## src/rtl/usb_arb_pkg.sv

```systemverilog
// Shared definitions for the USB transmit arbiter: FSM encoding and tag byte base.
package usb_arb_pkg;

    typedef enum logic [1:0] {
        IDLE = 2'd0,
        TAG  = 2'd1,
        DATA = 2'd2
    } arb_state_t;

    localparam logic [7:0] TAG_BASE = 8'hF0;

endpackage

```

## src/rtl/usb_tx_arbiter_rr_pick.sv

```systemverilog
// Round-robin picker: one-hot select of the first set request at or after rr_ptr, wrapping.
module rr_pick #(
    parameter int NUM_REQ = 4,
    parameter int IDX_W   = $clog2(NUM_REQ)
) (
    input  logic [NUM_REQ-1:0] req,
    input  logic [IDX_W-1:0]   rr_ptr,
    output logic [NUM_REQ-1:0] pick,
    output logic               any
);

    always_comb begin
        logic [IDX_W:0] j;
        logic           found;
        pick  = '0;
        found = 1'b0;
        j     = '0;
        for (int i = 0; i < NUM_REQ; i++) begin
            j = {1'b0, rr_ptr} + (IDX_W+1)'(i);
            if (j >= (IDX_W+1)'(NUM_REQ)) begin
                j = j - (IDX_W+1)'(NUM_REQ);
            end
            if (!found && req[j[IDX_W-1:0]]) begin
                pick[j[IDX_W-1:0]] = 1'b1;
                found              = 1'b1;
            end
        end
        any = found;
    end

endmodule

```

## src/rtl/usb_tx_arbiter.sv

```systemverilog
// Round-robin byte-stream arbiter feeding the USB serial transmit FIFO.
// Optional tag byte per grant is compiled in with USB_TX_ARBITER_TAG_EN.
module usb_tx_arbiter
    import usb_arb_pkg::*;
#(
    parameter int NUM_REQ   = 4,
    parameter int MAX_BURST = 64
) (
    input  logic                 clk,
    input  logic                 reset,
    input  logic [NUM_REQ-1:0]   req_valid,
    input  logic [8*NUM_REQ-1:0] req_data,
    input  logic [NUM_REQ-1:0]   req_last,
    output logic [NUM_REQ-1:0]   req_ready,
    output logic [7:0]           out_data,
    output logic                 out_strobe,
    input  logic                 out_ready,
    output logic [NUM_REQ-1:0]   grant,
    output logic [1:0]           dbg_state
);

    localparam int IDX_W = $clog2(NUM_REQ);

    arb_state_t         state, state_n;
    logic [IDX_W-1:0]   rr_ptr, rr_ptr_n;
    logic [IDX_W-1:0]   g_idx, g_idx_n;
    logic [NUM_REQ-1:0] grant_n;
    logic [7:0]         count, count_n;
    logic               strobe_n;
    logic [7:0]         data_n;

    logic [NUM_REQ-1:0] pick;
    logic               any;
    logic [IDX_W-1:0]   pick_idx;
    logic [7:0]         cur_data;
    logic               cur_valid;
    logic               cur_last;
    logic               hs;
    logic [8:0]         cnt_inc;

    rr_pick #(
        .NUM_REQ (NUM_REQ),
        .IDX_W   (IDX_W)
    ) u_pick (
        .req    (req_valid),
        .rr_ptr (rr_ptr),
        .pick   (pick),
        .any    (any)
    );

    always_comb begin
        pick_idx = '0;
        cur_data = 8'h00;
        for (int i = 0; i < NUM_REQ; i++) begin
            if (pick[i]) pick_idx = IDX_W'(i);
            if (g_idx == IDX_W'(i)) cur_data = req_data[8*i +: 8];
        end
    end

    assign cur_valid = req_valid[g_idx];
    assign cur_last  = req_last[g_idx];

    // Handshake: a byte moves from requester g when req_valid[g] && req_ready[g] at a
    // rising edge; req_ready is only ever raised for the owner in DATA and follows
    // out_ready combinationally, so the FIFO always has room for the registered write.
    assign req_ready = (state == DATA) ? (grant & {NUM_REQ{out_ready}}) : '0;
    assign hs        = (state == DATA) && cur_valid && out_ready;
    assign cnt_inc   = {1'b0, count} + 9'd1;
    assign dbg_state = state;

    always_comb begin
        state_n  = state;
        rr_ptr_n = rr_ptr;
        g_idx_n  = g_idx;
        grant_n  = grant;
        count_n  = count;
        strobe_n = 1'b0;
        data_n   = out_data;
        case (state)
            IDLE: begin
                if (any) begin
                    grant_n  = pick;
                    g_idx_n  = pick_idx;
                    rr_ptr_n = (pick_idx == IDX_W'(NUM_REQ-1)) ? '0 : pick_idx + 1'b1;
                    count_n  = 8'h00;
`ifdef USB_TX_ARBITER_TAG_EN
                    state_n  = TAG;
`else
                    state_n  = DATA;
`endif
                end
            end
`ifdef USB_TX_ARBITER_TAG_EN
            TAG: begin
                if (out_ready) begin
                    strobe_n = 1'b1;
                    data_n   = TAG_BASE | 8'(g_idx);
                    state_n  = DATA;
                end
            end
`endif
            DATA: begin
                if (hs) begin
                    strobe_n = 1'b1;
                    data_n   = cur_data;
                    count_n  = cnt_inc[7:0];
                    // End of frame and burst cut behave identically: release and re-arbitrate.
                    if (cur_last || cnt_inc == 9'(MAX_BURST)) begin
                        state_n = IDLE;
                        grant_n = '0;
                    end
                end
            end
            default: begin
                state_n = IDLE;
                grant_n = '0;
            end
        endcase
    end

    always_ff @(posedge clk) begin
        if (!reset) begin
            state      <= IDLE;
            rr_ptr     <= '0;
            g_idx      <= '0;
            grant      <= '0;
            count      <= 8'h00;
            out_strobe <= 1'b0;
            out_data   <= 8'h00;
        end else begin
            state      <= state_n;
            rr_ptr     <= rr_ptr_n;
            g_idx      <= g_idx_n;
            grant      <= grant_n;
            count      <= count_n;
            out_strobe <= strobe_n;
            out_data   <= data_n;
        end
    end

endmodule
```

## config.mk

```make
export PLATFORM = sky130hd
export DESIGN_NAME = usb_tx_arbiter
export DESIGN_NICKNAME = d
export VERILOG_FILES = /design/src/rtl/usb_arb_pkg.sv /design/src/rtl/usb_tx_arbiter_rr_pick.sv /design/src/rtl/usb_tx_arbiter.sv
export SDC_FILE = /design/constraint.sdc
export NUM_CORES = 1
export LEC_CHECK = 0
export ABC_AREA = 1
export CAP_MARGIN = 10
export CORE_MARGIN = 2
export CORE_UTILIZATION = 31
export CTS_CLUSTER_SIZE = 10
export DETAILED_ROUTE_END_ITERATION = 10
export HOLD_SLACK_MARGIN = 0.06
export SLEW_MARGIN = 20
export SYNTH_ARGS = -nofsm -noshare
export SYNTH_HDL_FRONTEND = slang
export SYNTH_HIERARCHICAL = 1
export SYNTH_SLANG_ARGS = --single-unit
```

## constraint.sdc

```tcl
create_clock -name clk -period 2.3 [get_ports clk]
set_input_delay 0.46 -clock clk [delete_from_list [all_inputs] [get_ports clk]]
set_output_delay 0.46 -clock clk [all_outputs]
set_load 0.05 [all_outputs]
```

==> results_dict.tcl <==
set metrics [dict create \
    yosysTopAreaCell "dfxtp_1" \
    vias 1979 \
    postCtsHoldBufs 0 \
    p_switching_mw 1.509 \
    synth.area.top_cells "dfxtp_1 28%, nand2_1 18%, nand3_1 8.9%" \
    dieHeight_um 81.39 \
    setup_ws_ns 0.1941 \
    final_cells 432 \
    final_area_mm2 0.002776 \
    htreeDepth 1 \
    gp_congestion 0.8670 \
    worstPathCellList "clkdlybuf4s50_1" \
    dp.cells 425 \
    syn_inst 277 \
    period_minus_slack_ns 2.106 \
    hold_class "flip-flop to flip-flop" \
    cp_max_fo 7 \
    crit_family "buffers and inverters" \
    synthMostInstantiatedCell "nand2_1" \
    synth_compound_area_frac 0.1691 \
    grt_max_degree 15 \
    synth_fa_ha_area_frac 0.04717 \
    ys_warn_count 6 \
    highest_layer "met4" \
    power_density_mw_per_mm2 1109 \
    path_class "flip-flop to output port" \
    async_flop_share 0 \
    drcViolationCount 0 \
    cts_sinks 26 \
    drtPass1Iterations 4 \
    post-place-ws_ns -0.006155 \
    yosys.area_share.simple 0.4151 \
    nNetsFinal 408 \
    slowest_stage "clkdlybuf4s50_1" \
    grt_pass1_wl_um 8142 \
    maxSlewViolCount 0 \
    met3WireLength_um 196 \
    internal_power_mw 1.571 \
    drt_iter0_markers 53 \
    status "finished clean" \
    r2r-start "rr_ptr[1]$_SDFFE_PN0P_" \
    grt_pass1_vias 1916 \
    p_seq_frac 0.207 \
    cp.arrival_ns 1.65 \
    grt_remaining_overflow 0 \
    finalHoldViolCount 0 \
    dieArea_mm2 0.006624 \
    start_kind "flip-flop" \
    syn_to_final_growth_pct 49.53 \
    multiInputGateArea_mm2 0.001185 \
    rsz0062_at_grt "no" \
    io_buffers 60 \
    tns_ns 0 \
    end_kind "output port" \
    grtUsageTotal 0.1541 \
    row_count 28 \
    antenna_left 0 \
    crit_required_ns 1.84 \
    wl_met1_um 2271 \
    worstMarginPinSlew_ns 0.5245 \
    clk_pin_slew_ns 0.09 \
    synth_fp_nets 327 \
    p_leak_nw 1.171 \
    worst-path-buf-inv 1 \
    synth_top_flop_cell "dfxtp_1" \
    pin_count 62 \
    die_w_um 81.39 \
    diodes 0 \
    synthMuxAreaShare 0 \
    syn_area_mm2 0.001857 \
    cts-root-buf "clkbuf_8" \
    fin_skew_ns 0.005979 \
    hold_path_startpoint "out_data[0]$_SDFFE_PN0P_" \
    synth_edf_count 0 \
    synth_xor_area_frac 0.004717 \
    synth_common_cells "88 x nand2_1, 33 x nand3_1, 26 x dfxtp_1, 26 x inv_1, 22 x nor2_1" \
    wl_met2_um 2499 \
    relSlewSlack 0.6492 \
    ys_seq_area_frac 0.2803 \
    swShare 0.4898 \
    synth_top_family_by_area "simple AND/OR/NAND/NOR gates" \
    place_hpwl_um 4038 \
    p_clk_frac 0.097 \
    wl_um 5000 \
    coreArea_mm2 0.005851 \
    peakVddDrop_uv 468.2 \
    drive_above_1_share 0.1625 \
    fmax_mhz 474.9 \
    placed_area_mm2 0.002699 \
    fillCellCount 614 \
    cts_buffer_depth 2 \
    cts-buffers-inserted 3 \
    postSynthAreaPerCell_um2 6.703 \
    vias_per_cell 4.581 \
    slowest_delay_ns 0.87 \
    p_comb_frac 0.696 \
    insertion_delay_ns 0.27 \
    setup_viol 0 \
    start_util 0.3174 \
    cap_violations 0 \
    finalCritPeriodShare 0.9156 \
    cts_tree "done" \
    antenna_found_initial 0 \
    startpoint "dbg_state[1]$_SDFFE_PN0P_" \
    synthDistinctLibCells 35 \
    register_area_um2 521.8 \
    wl_per_cell_um 11.57 \
    synth_top_area_share 0.2803 \
    cts-resized-gates 0 \
    ys_ff_latch 26 \
]
layout make-up:
class                   instances  share of cell area
clock buffers                   4             0.01983
flip-flops and latches         26              0.1879
well taps                      75             0.03380
inverters                      32             0.04687
multi-input cells             215              0.4268
repair buffers                 80              0.2848
cells by family (layout without fill, tap and decap cells):
kind of cell | Yosys count | after routing
buf+inv | 36 | 116
fa+ha+maj | 7 | 7
simple gates | 161 | 161
compound gates | 45 | 45
other cells | 1 | 1
xor+xnor | 1 | 1
flops | 26 | 26
cell usage in the layout (no fill, tap or decap), types with 2 or more instances in the layout:
cell,netlist,final
clkdlybuf4s50_1,0,56
o21bai_1,2,2
nor2_1,22,22
clkbuf_8,0,4
nand3_4,3,3
nand2_2,4,4
nand2_1,88,88
a221oi_1,8,8
dfxtp_1,26,25
buf_4,1,20
nor2_4,3,3
inv_1,26,26
o21ai_1,2,2
a22oi_2,2,2
ha_1,7,7
nand3_1,33,33
inv_2,3,3
o21ai_2,6,6
o21ai_0,5,5
a21oi_1,15,15
buf_12,0,4
a22o_1,3,3
nand2_4,3,3
repair_timing:
action	CTS	global route
endpoints found under the setup margin	0	3
buffers inserted	0	3
endpoints found under the hold margin	0	0
sequential cells by signal, summed over array words and instances (netlist names):
| signal | cells |
|---|---|
| dbg_state | 1 |
| g_idx | 2 |
| rr_ptr | 2 |
| grant | 4 |
| count | 8 |
| out_strobe | 1 |
| out_data | 8 |
final timing paths:
kind	end	slack [ns]	depth (start not counted)
hold / removal	out_data[0]$_SDFFE_PN0P_	0.47	2
setup reg to reg	g_idx[1]$_SDFFE_PN0P_	0.20	14
setup / recovery	dbg_state[1]	0.19	1
hold reg to reg	out_data[0]$_SDFFE_PN0P_	0.47	2
routing by layer:
| layer | GRT usage | vias up |
|---|---|---|
| li1 | - | 1076 |
| met1 | 0.1804 | 862 |
| met2 | 0.2852 | 39 |
| met3 | 0.03111 | 2 |
| met4 | 0.03559 | 0 |
| met5 | 0 | - |
power by group through the flow:
stage          sequential [mW]  clock, mW  combinational [mW]
2_1_floorplan            0.832          0                1.21
3_3_place_gp             0.646          0                2.10
3_5_place_dp             0.648          0                2.11
4_1_cts                  0.638      0.308                2.12
5_1_grt                  0.651      0.324                2.38
6_report                 0.637      0.298                2.14
per-stage QoR:
stage | hold WS, ns | utilization | power (mW)
2_1_floorplan | 0.4522 | - | 2.044
3_3_place_gp | 0.4408 | 0.4613 | 2.745
3_5_place_dp | 0.4477 | 0.4613 | 2.758
4_1_cts | 0.4727 | 0.4707 | 3.067
5_1_grt | 0.4815 | 0.4746 | 3.357
6_report | 0.4671 | 0.4746 | 3.080
Note: power is estimated with default switching activity, not from simulation.
